$ cat config.mk
export PLATFORM = sky130hd
export DESIGN_NAME = shift_dispatch_flat
export DESIGN_NICKNAME = d
export VERILOG_FILES = /design/src/rtl/shift_dispatch_pkg.sv /design/src/rtl/shift_dispatch_if.sv /design/src/rtl/shift_req_fifo.sv /design/src/rtl/shift_dispatch.sv /design/src/flat_wrapper.sv
export SDC_FILE = /design/constraint.sdc
export NUM_CORES = 1
export LEC_CHECK = 0
export BUFFER_PORTS_ARGS = -buffer_cell sky130_fd_sc_hd__buf_2
export CELL_PAD_IN_SITES_DETAIL_PLACEMENT = 2
export CELL_PAD_IN_SITES_GLOBAL_PLACEMENT = 2
export CORE_MARGIN = 2
export CORE_UTILIZATION = 37
export CTS_CLUSTER_SIZE = 12
export DETAILED_ROUTE_END_ITERATION = 6
export MAX_ROUTING_LAYER = met4
export PLACE_DENSITY_LB_ADDON = 0.08
export SETUP_SLACK_MARGIN = 0.05
export SLEW_MARGIN = 15
export SYNTH_ARGS = -nofsm -noshare
export SYNTH_HDL_FRONTEND = slang
export SYNTH_SLANG_ARGS = --single-unit
export TNS_END_PERCENT = 1
$ cat constraint.sdc
create_clock -name clk -period 2.2 [get_ports clk]
set_clock_uncertainty 0.15 [all_clocks]
set_input_delay 0.33 -clock clk [delete_from_list [all_inputs] [get_ports clk]]
set_output_delay 0.33 -clock clk [all_outputs]
set_load 0.01 [all_outputs]
$ cat src/rtl/shift_dispatch_pkg.sv
// Shared shift definitions: data/amount/op widths, op codes, request record and
// dispatch FSM state encodings. Used by shift_dispatch, its interface and its FIFO.
package shift_dispatch_pkg;

  localparam int unsigned WIDTH       = 32;
  localparam int unsigned SHIFT_WIDTH = 5;
  localparam int unsigned OPS         = 2;

  // Shifter op codes.
  localparam logic [OPS-1:0] LEFT_SHIFTA  = 2'd0;
  localparam logic [OPS-1:0] LEFT_SHIFTL  = 2'd1;
  localparam logic [OPS-1:0] RIGHT_SHIFTA = 2'd2;
  localparam logic [OPS-1:0] RIGHT_SHIFTL = 2'd3;

  // One buffered request; op sits in the top bits so it travels with its operands.
  typedef struct packed {
    logic [OPS-1:0]         op;
    logic [SHIFT_WIDTH-1:0] shift;
    logic [WIDTH-1:0]       data;
  } shift_req_t;

  // Dispatch FSM states.
  typedef enum logic [1:0] {
    StIdle  = 2'd0,
    StIssue = 2'd1,
    StHold  = 2'd2
  } dispatch_state_e;

  // Width of a counter that must hold 0..max_val; never narrower than one bit.
  function automatic int unsigned cnt_width(int unsigned max_val);
    return (max_val > 0) ? $clog2(max_val + 1) : 1;
  endfunction

endpackage

$ cat src/rtl/shift_dispatch_if.sv
// shift_dispatch_if: request port, shifter port and result port of shift_dispatch.
// slave is the dispatcher's view; master is the surrounding environment's view.
interface shift_dispatch_if;
  import shift_dispatch_pkg::*;

  // Request port.
  logic                   in_valid;
  logic                   in_ready;
  logic [WIDTH-1:0]       in_data;
  logic [SHIFT_WIDTH-1:0] in_shift;
  logic [OPS-1:0]         in_op;

  // Shifter port.
  logic [WIDTH-1:0]       sh_data;
  logic [SHIFT_WIDTH-1:0] sh_shift;
  logic [OPS-1:0]         sh_op;
  logic                   sh_start;
  logic [WIDTH-1:0]       sh_result;

  // Result port.
  logic                   out_valid;
  logic                   out_ready;
  logic [WIDTH-1:0]       out_result;
  logic [OPS-1:0]         out_op;

  modport slave (
    input  in_valid, in_data, in_shift, in_op,
    output in_ready,
    output sh_data, sh_shift, sh_op, sh_start,
    input  sh_result,
    output out_valid, out_result, out_op,
    input  out_ready
  );

  modport master (
    output in_valid, in_data, in_shift, in_op,
    input  in_ready,
    input  sh_data, sh_shift, sh_op, sh_start,
    output sh_result,
    input  out_valid, out_result, out_op,
    output out_ready
  );

endinterface

$ cat src/rtl/shift_req_fifo.sv
// shift_req_fifo: synchronous request FIFO with registered count, no fall-through.
// DEPTH must be a power of two (>= 2) so the pointers wrap by natural overflow.
module shift_req_fifo
  import shift_dispatch_pkg::*;
#(
  parameter int unsigned DEPTH = 4
) (
  input  logic                       clk,
  input  logic                       rst_n,
  input  logic                       push,
  input  shift_req_t                 wdata,
  input  logic                       pop,
  output shift_req_t                 rdata,
  output logic                       full,
  output logic                       empty,
  output logic [$clog2(DEPTH+1)-1:0] count
);

  localparam int unsigned PtrW = (DEPTH > 1) ? $clog2(DEPTH) : 1;
  localparam int unsigned CntW = $clog2(DEPTH + 1);

  shift_req_t      mem_q [DEPTH];
  logic [PtrW-1:0] wr_ptr_q, rd_ptr_q;
  logic [CntW-1:0] count_q;
  logic            do_push, do_pop;

  assign full    = (count_q == CntW'(DEPTH));
  assign empty   = (count_q == '0);
  // A push into a full FIFO is dropped even if a pop happens the same cycle.
  assign do_push = push && !full;
  assign do_pop  = pop && !empty;
  assign rdata   = mem_q[rd_ptr_q];
  assign count   = count_q;

  // Pointer and occupancy bookkeeping.
  always_ff @(posedge clk or negedge rst_n) begin
    if (!rst_n) begin
      wr_ptr_q <= '0;
      rd_ptr_q <= '0;
      count_q  <= '0;
    end else begin
      if (do_push) wr_ptr_q <= wr_ptr_q + 1'b1;
      if (do_pop)  rd_ptr_q <= rd_ptr_q + 1'b1;
      unique case ({do_push, do_pop})
        2'b10:   count_q <= count_q + 1'b1;
        2'b01:   count_q <= count_q - 1'b1;
        default: count_q <= count_q;
      endcase
    end
  end

  // Storage; contents are only meaningful below count, so no reset is needed.
  always_ff @(posedge clk) begin
    if (do_push) mem_q[wr_ptr_q] <= wdata;
  end

endmodule

$ cat src/rtl/shift_dispatch.sv
// shift_dispatch: buffers shift requests, issues them one at a time to the ALU
// shifter, captures the result SHIFT_LAT cycles into the issue window and holds it
// on a valid/ready result port. Results leave in request order.
// Build macro SHIFT_DISPATCH_STATS_EN adds the stat_issued/stat_stall counters.
module shift_dispatch
  import shift_dispatch_pkg::*;
#(
  parameter int unsigned DEPTH     = 4,  // FIFO entries, power of two >= 2
  parameter int unsigned SHIFT_LAT = 0   // extra cycles from issue to capture
) (
  input  logic            clk,
  input  logic            rst_n,
  shift_dispatch_if.slave bus
`ifdef SHIFT_DISPATCH_STATS_EN
  ,
  output logic [31:0]     stat_issued,
  output logic [31:0]     stat_stall
`endif
);

  localparam int unsigned WaitW    = cnt_width(SHIFT_LAT);
  localparam int unsigned FifoCntW = $clog2(DEPTH + 1);

  dispatch_state_e        state_q, state_d;
  logic [WaitW-1:0]       wait_q, wait_d;
  logic [WIDTH-1:0]       sh_data_q, sh_data_d;
  logic [SHIFT_WIDTH-1:0] sh_shift_q, sh_shift_d;
  logic [OPS-1:0]         sh_op_q, sh_op_d;
  logic                   sh_start_q, sh_start_d;
  logic                   out_valid_q, out_valid_d;
  logic [WIDTH-1:0]       out_result_q, out_result_d;
  logic [OPS-1:0]         out_op_q, out_op_d;

  shift_req_t             fifo_wdata, fifo_head;
  logic                   fifo_full, fifo_empty;
  logic [FifoCntW-1:0]    fifo_count;
  logic                   push, pop;

  // in_ready depends only on the registered FIFO count.
  assign bus.in_ready = !fifo_full;
  assign push         = bus.in_valid && !fifo_full;
  assign fifo_wdata   = '{op: bus.in_op, shift: bus.in_shift, data: bus.in_data};

  // A new request may start only when the shifter is free or its result is leaving.
  assign pop = !fifo_empty &&
               ((state_q == StIdle) || ((state_q == StHold) && bus.out_ready));

  shift_req_fifo #(
    .DEPTH (DEPTH)
  ) u_fifo (
    .clk   (clk),
    .rst_n (rst_n),
    .push  (push),
    .wdata (fifo_wdata),
    .pop   (pop),
    .rdata (fifo_head),
    .full  (fifo_full),
    .empty (fifo_empty),
    .count (fifo_count)
  );

  // Next-state logic: load issue registers on pop, capture result at end of wait.
  always_comb begin
    state_d      = state_q;
    wait_d       = wait_q;
    sh_data_d    = sh_data_q;
    sh_shift_d   = sh_shift_q;
    sh_op_d      = sh_op_q;
    sh_start_d   = sh_start_q;
    out_valid_d  = out_valid_q;
    out_result_d = out_result_q;
    out_op_d     = out_op_q;

    unique case (state_q)
      StIdle: begin
        if (pop) begin
          state_d    = StIssue;
          wait_d     = '0;
          sh_data_d  = fifo_head.data;
          sh_shift_d = fifo_head.shift;
          sh_op_d    = fifo_head.op;
          sh_start_d = 1'b1;
        end
      end

      StIssue: begin
        if (wait_q == WaitW'(SHIFT_LAT)) begin
          state_d      = StHold;
          out_result_d = bus.sh_result;
          out_op_d     = sh_op_q;
          out_valid_d  = 1'b1;
          sh_start_d   = 1'b0;
        end else begin
          wait_d = wait_q + 1'b1;
        end
      end

      StHold: begin
        if (bus.out_ready) begin
          out_valid_d = 1'b0;
          if (pop) begin
            state_d    = StIssue;
            wait_d     = '0;
            sh_data_d  = fifo_head.data;
            sh_shift_d = fifo_head.shift;
            sh_op_d    = fifo_head.op;
            sh_start_d = 1'b1;
          end else begin
            state_d = StIdle;
          end
        end
      end

      default: begin
        state_d = StIdle;
      end
    endcase
  end

  // State, issue and result registers.
  always_ff @(posedge clk or negedge rst_n) begin
    if (!rst_n) begin
      state_q      <= StIdle;
      wait_q       <= '0;
      sh_data_q    <= '0;
      sh_shift_q   <= '0;
      sh_op_q      <= '0;
      sh_start_q   <= 1'b0;
      out_valid_q  <= 1'b0;
      out_result_q <= '0;
      out_op_q     <= '0;
    end else begin
      state_q      <= state_d;
      wait_q       <= wait_d;
      sh_data_q    <= sh_data_d;
      sh_shift_q   <= sh_shift_d;
      sh_op_q      <= sh_op_d;
      sh_start_q   <= sh_start_d;
      out_valid_q  <= out_valid_d;
      out_result_q <= out_result_d;
      out_op_q     <= out_op_d;
    end
  end

  assign bus.sh_data    = sh_data_q;
  assign bus.sh_shift   = sh_shift_q;
  assign bus.sh_op      = sh_op_q;
  assign bus.sh_start   = sh_start_q;
  assign bus.out_valid  = out_valid_q;
  assign bus.out_result = out_result_q;
  assign bus.out_op     = out_op_q;

`ifdef SHIFT_DISPATCH_STATS_EN
  logic [31:0] stat_issued_q, stat_stall_q;

  // Every pop is an IDLE/HOLD -> ISSUE transition; stalls are held-but-refused cycles.
  always_ff @(posedge clk or negedge rst_n) begin
    if (!rst_n) begin
      stat_issued_q <= '0;
      stat_stall_q  <= '0;
    end else begin
      if (pop)                           stat_issued_q <= stat_issued_q + 32'd1;
      if (out_valid_q && !bus.out_ready) stat_stall_q  <= stat_stall_q + 32'd1;
    end
  end

  assign stat_issued = stat_issued_q;
  assign stat_stall  = stat_stall_q;
`endif

  // Structural invariants between the FSM, the shifter strobe and the FIFO.
  a_count_bound : assert property (@(posedge clk) disable iff (!rst_n)
    fifo_count <= FifoCntW'(DEPTH));
  a_start_in_issue : assert property (@(posedge clk) disable iff (!rst_n)
    sh_start_q == (state_q == StIssue));
  a_valid_in_hold : assert property (@(posedge clk) disable iff (!rst_n)
    out_valid_q == (state_q == StHold));

endmodule

$ cat src/flat_wrapper.sv
// flat-port wrapper written by rule: the top's interface ports become plain ports
module shift_dispatch_flat import shift_dispatch_pkg::*;
#(
  parameter int unsigned DEPTH     = 4,                                    
  parameter int unsigned SHIFT_LAT = 0                                        
)
  (clk, rst_n, bus_in_valid, bus_in_data, bus_in_shift, bus_in_op, bus_in_ready, bus_sh_data, bus_sh_shift, bus_sh_op, bus_sh_start, bus_sh_result, bus_out_valid, bus_out_result, bus_out_op, bus_out_ready);
  shift_dispatch_if bus_i ();
  input  logic clk;
  input  logic rst_n;
  input wire logic [$bits(bus_i.in_valid)-1:0] bus_in_valid;
  input wire logic [$bits(bus_i.in_data)-1:0] bus_in_data;
  input wire logic [$bits(bus_i.in_shift)-1:0] bus_in_shift;
  input wire logic [$bits(bus_i.in_op)-1:0] bus_in_op;
  output wire logic [$bits(bus_i.in_ready)-1:0] bus_in_ready;
  output wire logic [$bits(bus_i.sh_data)-1:0] bus_sh_data;
  output wire logic [$bits(bus_i.sh_shift)-1:0] bus_sh_shift;
  output wire logic [$bits(bus_i.sh_op)-1:0] bus_sh_op;
  output wire logic [$bits(bus_i.sh_start)-1:0] bus_sh_start;
  input wire logic [$bits(bus_i.sh_result)-1:0] bus_sh_result;
  output wire logic [$bits(bus_i.out_valid)-1:0] bus_out_valid;
  output wire logic [$bits(bus_i.out_result)-1:0] bus_out_result;
  output wire logic [$bits(bus_i.out_op)-1:0] bus_out_op;
  input wire logic [$bits(bus_i.out_ready)-1:0] bus_out_ready;
  assign bus_i.in_valid = bus_in_valid;
  assign bus_i.in_data = bus_in_data;
  assign bus_i.in_shift = bus_in_shift;
  assign bus_i.in_op = bus_in_op;
  assign bus_in_ready = bus_i.in_ready;
  assign bus_sh_data = bus_i.sh_data;
  assign bus_sh_shift = bus_i.sh_shift;
  assign bus_sh_op = bus_i.sh_op;
  assign bus_sh_start = bus_i.sh_start;
  assign bus_i.sh_result = bus_sh_result;
  assign bus_out_valid = bus_i.out_valid;
  assign bus_out_result = bus_i.out_result;
  assign bus_out_op = bus_i.out_op;
  assign bus_i.out_ready = bus_out_ready;
  shift_dispatch #(.DEPTH(DEPTH), .SHIFT_LAT(SHIFT_LAT)) u_core (.clk(clk), .rst_n(rst_n), .bus(bus_i));
endmodule
==> metrics, run 1 <==
Buffers & Inverters on Critical Path 2; hold crit path type in -> async; final critical path time including I/O delays and setup 2180 ps; area leader, netlist sky130_fd_sc_hd__edfxtp_1; sequential share of power 0.402; routed len/inst 20.8 um; clock-pin slew of the registers on the worst-case setup and hold paths 60 ps; die boundary width 161 um; global routing usage on met3 0.0333; busiest layer in global routing met2; Inserted Clock Buffers 27; final WL 22.5 mm; cell types with the largest area share after synthesis sky130_fd_sc_hd__edfxtp_1, sky130_fd_sc_hd__dfrtp_1, sky130_fd_sc_hd__mux4_2; Post-DP HPWL 13.1 mm; transition time at the pin with the least slew margin 432 ps; cell total after placement 954; Slew Limit Fails 0; pin count of the biggest net entering global routing 46; total power density per cell area 1450 nW/um^2; met1 GRT Util 0.224; Slowest Stage Delay on Critical Path 410 ps; Slowest cell on crit path sky130_fd_sc_hd__or3b_4; result of the run complete, no violations; gpl congestion 0.749; global-route wire length before repair 35.6 mm; WP depth 9; Max-slew headroom 0.712; Fmax achieved 459 MHz; count of buffers inserted at the top-level ports 150; setup repair after global routing missed its margin true; Avg Inst Size Synth 18.9 um^2; final hold violation count 0; Critical Path RT 2490 ps; number of sinks driven by the clock tree 240; fillcell total 2,231; family with the most delay on the worst path simple AND/OR/NAND/NOR gates; GRT Residual Overflow 0; post-detailed-route count of antenna-violating nets 0; Starting DRT DRC Count 233; site row count 57; via count normalized by instance count 4.72; met2 usage 0.326; share of cells above drive strength 1 0.406; clock insertion delay at the later pin of the skew report 520 ps; die extent in y 161 um; Worst Setup End Kind flop; antenna violations before repair 2; total global-route track usage 0.184; FFs w/ async S/R, synth 0.350; max-cap check violation count 0; Yosys warning total 0; number of buffers on the longest clock path 3; Sw Pwr 5.44 mW; CTS tree built; sequential cell area fraction in the yosys report 0.745; setup violators final 0; CTS root buf sky130_fd_sc_hd__clkbuf_16; CP cell instances or3b_4, and2_4, inv_4, ha_4, inv_2, fa_2, xor2_2, nor2_1, xor2_1; arrival time of data at the critical path endpoint 2470 ps; post-route worst hold slack 111 ps; Yosys reg bits 240; Max IR drop VDD 788 uV; via count of the first global-routing pass 6,095; Leak Pwr 4.94 nW; Die Footprint 25,900 um^2; maximum fanout along the worst path 2; via count 5,103; area added between synthesis and finish 32.0%; switching power as a share of total power 0.312; number of enable-type register cells in the synthesized netlist 156; worst setup path class reg -> reg; area share of the leading cell type in the synthesized netlist 0.514; Internal Dissipation 12.0 mW; number of unique standard cell types used by synthesis 30; effective utilization at floorplan 0.376; Post-Synthesis Cell Area 9110 um^2; clock network fraction of design power 0.244; Most used DFF post-synth sky130_fd_sc_hd__edfxtp_1; non-filler cells, final 1,082; share of power burned in combinational logic 0.354; iteration count of the initial detailed-routing pass 4; number of nets produced by synthesis 564; H-tree lvl count 1; Core Region 24,200 um^2; fin crit share 0.990; number of cells on the worst reg-to-reg path 9; CP startpoint kind flop; layout net count 817; I/O pin count 151; residual DRC count 0; Cells after Synth 483; Post-Route Setup TNS 0 ps
[synthesized netlist by cell type (all sizes together) (2+ instances only)]
cell type and count:
xnor2 2, xor2 4, edfxtp 156, mux2 40, dfrtp 84, and3 4
buf 15, nand2 103, inv 7, nor3 3, clkbuf 7, mux4 39
o21ai 2, ha 5, nor2 2, nor2b 2
[cells in the final DEF (no fill, tap or decap), drive strengths merged]
master,netlist,routed
nor2b,2,2
mux4,39,39
xor2,4,4
nor4b,1,1
nand2,103,103
dfrtp,84,84
bufinv,0,1
inv,7,7
clkbuf,7,36
ha,5,5
fa,1,1
xnor2,2,2
and2,1,1
diode,0,2
buf,15,173
o21ai,2,2
dlygate4sd3,0,73
o21a,1,1
clkinv,0,12
nand2b,1,1
mux2i,1,1
edfxtp,156,156
nor3,3,3
a21oi,1,1
and3,4,4
mux2,40,40
nor2,2,2
or3b,1,1
[cell families (layout without fill, tap and decap cells)]
| logic type | count (synthesis) | count (layout) | synth area share |
|---|---|---|---|
| flip-flops | 240 | 240 | 0.745 |
| AND/OR/NAND/NOR | 118 | 118 | 0.0546 |
| multiplexers | 80 | 80 | 0.163 |
| buffers and inverters | 29 | 302 | 0.0200 |
| adder cells (fa/ha/maj) | 6 | 6 | 0.00906 |
| XOR/XNOR | 6 | 6 | 0.00577 |
| AO/OA/AOI/OAI | 4 | 4 | 0.00247 |
| other | 0 | 2 | 0 |
[metrics by stage]
| step | utilization | worst slack, ps | cell area, um^2 | power (mW) |
|---|---|---|---|---|
| 6_report | 0.496 | 21.6 | 12000 | 17.4 |
| 5_1_grt | 0.496 | -36.0 | 12000 | 18.5 |
| 4_1_cts | 0.495 | -15.8 | 12000 | 17.7 |
| 3_5_place_dp | 0.429 | -22.3 | 10400 | 13.2 |
| 3_3_place_gp | 0.429 | 67.8 | 10400 | 12.9 |
| 2_1_floorplan | - | -13.9 | 9140 | 11.0 |
[metal layers]
metal,vias up,part of all wire
li1,2290,-
met1,2646,0.42
met2,146,0.52
met3,21,0.049
met4,0,0.010
met5,-,0
[what timing repair did]
| action | in CTS | in global routing |
|---|---|---|
| hold buffers | 73 | 0 |
| setup buffers | 3 | 1 |
| resized for setup | 1 | 3 |
| pin swaps | 6 | 5 |
| endpoints found under the setup margin | 1 | 2 |
| endpoints found under the hold margin | 253 | 0 |
[power groups by stage]
stage                     registers, mW  logic, mW  clock network [mW]
after floorplan                    7.19       3.79                   0
after global placement             7.01       5.90                   0
after detailed placement           7.09       6.10                   0
after CTS                          7.03       6.27                4.40
after global routing               7.17       6.79                4.56
final                              7.01       6.18                4.25
[final cells by class]
| cell class | count | area [um^2] | area share |
|---|---|---|---|
| clock buffers | 36 | 769 | 0.0640 |
| diodes | 2 | 5.00 | 0.000416 |
| inverters | 7 | 28.8 | 0.00239 |
| well taps | 324 | 405 | 0.0337 |
| repair buffers | 246 | 1760 | 0.146 |
| clock inverters | 13 | 81.3 | 0.00676 |
| flip-flops and latches | 240 | 6790 | 0.565 |
| multi-input cells | 214 | 2190 | 0.182 |
[registers in the layout (all words and copies together), names as in the netlist]
signal and count:
u_core.bus.out_valid 1, u_core.bus.sh_op 2, u_core.u_fifo.count 3, u_core.bus.sh_data 32, u_core.u_fifo.rd_ptr_q 2, u_core.bus.out_op 2
u_core.state_q 2, u_core.u_fifo.wr_ptr_q 2, u_core.bus.sh_shift 5, u_core.bus.sh_start 1, u_core.u_fifo.mem_q 156, u_core.bus.out_result 32
[worst paths after layout]
path	start	endpoint	slack [ps]
max in group asynchronous	rst_n	u_core.bus.sh_data[15]	1120
hold reg to reg	u_core.bus.out_result[16]	u_core.bus.out_result[16]	320
setup / recovery	u_core.u_fifo.count[1]	u_core.u_fifo.count[2]	20
min in group clk	bus_in_valid	u_core.u_fifo.wr_ptr_q[0]	180
setup reg to reg	u_core.u_fifo.count[1]	u_core.u_fifo.count[2]	20
hold / removal	rst_n	u_core.bus.out_result[25]	110
Note: power is estimated with default switching activity, not from simulation.
==> run 2: changes to the inputs <==
- CORE_UTILIZATION: 37 -> 44
- clock period: 2.2 -> 2.75 ns (I/O delays scaled with it)
==> run 2 against run 1 <==
Net effect: utilization grew 8.4 points; sequential power is 18% lower; fmax fell by 17%; global-route usage is 4.3 points higher; cell area fell by 2.1%; non-clock buffer count shrank 10; combinational power down 23%; first-iteration DRC count decreased by 24%; clock power down 22%; sequential cell count did not move; clock-buffer cell count is 2 higher; critical path type unchanged; critical endpoint unchanged.
==> metrics, run 2 (synthesis gave the netlist of run 1 again) <==
FF+latch area 6790 um^2 (unchanged); number of buffers on the longest clock path 3 (unchanged); final hold violation count 0 (unchanged); Post-DP HPWL 13.3 mm (was 13.1 mm); CTS tree built (unchanged); CP cell instances or3b_4, and2_4, inv_1, ha_2, inv_1, fa_1, xor2_1, nor2_2, xor2_1 (was or3b_4, and2_4, inv_4, ha_4, inv_2, fa_2, xor2_2, nor2_1, xor2_1); die extent in y 148 um (was 161 um); via count 5,167 (was 5,103); setup violators final 0 (unchanged); Critical Path RT 3050 ps (was 2490 ps); number of sinks driven by the clock tree 240 (unchanged); Worst Setup End Kind flop (unchanged); Finished Core Util 0.580 (was 0.496); total global-route track usage 0.228 (was 0.184); Slowest Stage Delay on Critical Path 440 ps (was 410 ps); fillcell total 1,764 (was 2,231); Slowest cell on crit path sky130_fd_sc_hd__or3b_4 (unchanged); Leak Pwr 4.85 nW (was 4.94 nW); iteration count of the initial detailed-routing pass 6 (was 4); gpl congestion 0.690 (was 0.749); count of buffers inserted at the top-level ports 150 (unchanged); setup repair after global routing missed its margin false (was true); number of cells on the worst reg-to-reg path 9 (unchanged); Slew Limit Fails 0 (unchanged); GRT Residual Overflow 0 (unchanged); post-detailed-route count of antenna-violating nets 0 (unchanged); H-tree lvl count 1 (unchanged); Inserted Clock Buffers 26 (was 27); most frequent cells in the layout sky130_fd_sc_hd__edfxtp_1, sky130_fd_sc_hd__buf_2, sky130_fd_sc_hd__nand2_1 (unchanged); cell total after placement 894 (was 954); family with the most delay on the worst path simple AND/OR/NAND/NOR gates (unchanged); CTS root buf sky130_fd_sc_hd__clkbuf_16 (unchanged); clock-pin slew of the registers on the worst-case setup and hold paths 60 ps (about the same); register bank with the most flops u_core.u_fifo.mem_q (unchanged); final critical path time including I/O delays and setup 2610 ps (was 2180 ps); total power density per cell area 1170 nW/um^2 (was 1450 nW/um^2); result of the run complete, no violations (unchanged); Max-slew headroom 0.431 (was 0.712); effective utilization at floorplan 0.449 (was 0.376); Core Region 20,300 um^2 (was 24,200 um^2); WP depth 9 (unchanged); transition time at the pin with the least slew margin 854 ps (was 432 ps); global-route wire length before repair 36.6 mm (was 35.6 mm); Post-Route Setup TNS 0 ps (unchanged); most common cell after layout, fill and taps aside sky130_fd_sc_hd__edfxtp_1 (unchanged); Max IR drop VDD 650 uV (was 788 uV); via count normalized by instance count 5.10 (was 4.72); internal reg-to-reg setup slack 140 ps (was 20 ps); hold crit path type in -> reg (was in -> async); layout net count 806 (was 817); arrival time of data at the critical path endpoint 2910 ps (was 2470 ps); via count of the first global-routing pass 6,133 (was 6,095); worst r2r dst u_core.u_fifo.count[2] (unchanged); routed len/inst 23.2 um (was 20.8 um); pin count of the biggest net entering global routing 44 (was 46); DP Area 10,200 um^2 (was 10,400 um^2); max-cap check violation count 0 (unchanged); timing startpoint of the critical path u_core.u_fifo.count[0] (was u_core.u_fifo.count[1]); share of cells above drive strength 1 0.392 (was 0.406); total area of multi-input combinational cells 2160 um^2 (was 2190 um^2); antenna violations before repair 0 (was 2); worst setup path class reg -> reg (unchanged); launch instance of the worst register-to-register path u_core.u_fifo.count[0] (was u_core.u_fifo.count[1]); Die Footprint 21,900 um^2 (was 25,900 um^2); final WL 23.5 mm (was 22.5 mm); Buffers & Inverters on Critical Path 2 (unchanged); maximum fanout along the worst path 6 (was 2); CP startpoint kind flop (unchanged); total non-filler cell area in the finished layout 11,800 um^2 (was 12,000 um^2); flip-flop count of the largest register after layout 156 (unchanged); Fmax achieved 383 MHz (was 459 MHz); area added between synthesis and finish 29.2% (was 32.0%); I/O pin count 151 (unchanged); clock insertion delay at the later pin of the skew report 540 ps (was 520 ps); number of antenna cells inserted 0 (was 2); capture point of the worst path u_core.u_fifo.count[2] (unchanged); non-filler cells, final 1,014 (was 1,082); residual DRC count 0 (unchanged); Starting DRT DRC Count 177 (was 233); site row count 52 (was 57); die boundary width 148 um (was 161 um); fin crit share 0.950 (was 0.990)
-- run 2: how the worst min path moves through the flow --
stage	cells after the start	to	slack, ps	startpoint
detailed placement	1	u_core.bus.out_result[13]	180	rst_n
floorplan	0	u_core.bus.out_op[0]	-30	rst_n
finish	4	u_core.state_q[1]	40	bus_out_ready
CTS	4	u_core.state_q[1]	40	bus_out_ready
global route	4	u_core.state_q[1]	60	bus_out_ready
global placement	1	u_core.bus.out_result[13]	180	rst_n
-- run 2: final cells by class --
type                       instances  area share
sequential                       240       0.577
clock buffer                      38      0.0616
inverter                           7     0.00223
timing repair buffer             236       0.141
clock inverter                     9     0.00680
multi-input combinational        214       0.183
tap                              270      0.0287
-- run 2: through the flow --
step / total power, mW / setup WS, ps / hold slack [ps]
global placement: 10.1 / 369 / 177
finish: 13.8 / 137 / 40.1
CTS: 13.9 / 52.0 / 39.5
floorplan: 8.76 / 403 / -33.1
global route: 14.6 / 45.8 / 56.2
detailed placement: 10.4 / 112 / 183
-- run 2: worst register-to-register path, cell delays in order (launching register included) --
cell and delay, ps:
sky130_fd_sc_hd__dfrtp_1 420, sky130_fd_sc_hd__or3b_4 440, sky130_fd_sc_hd__and2_4 190, sky130_fd_sc_hd__inv_1 70, sky130_fd_sc_hd__ha_2 200, sky130_fd_sc_hd__inv_1 70
sky130_fd_sc_hd__fa_1 440, sky130_fd_sc_hd__xor2_1 170, sky130_fd_sc_hd__nor2_2 150, sky130_fd_sc_hd__xor2_1 210
-- run 2: per-layer routing --
layer / global-route usage / routed length, um
met3: 0.0401 / 1230
met1: 0.271 / 9310
met5: - / 0
met4: 0.0495 / 473
met2: 0.408 / 12500
-- run 2: report_power, final --
group | total (mW) | internal, mW | switching (mW)
logic | 4.77 | 2.39 | 2.38
clock network | 3.31 | 1.92 | 1.39
registers | 5.72 | 5.04 | 0.678
-- run 2: timing repair --
item	CTS	global route
endpoints found under the hold margin	252	0
setup buffers	0	1
endpoints found under the setup margin	0	1
resized for setup	0	2
hold buffers	72	0
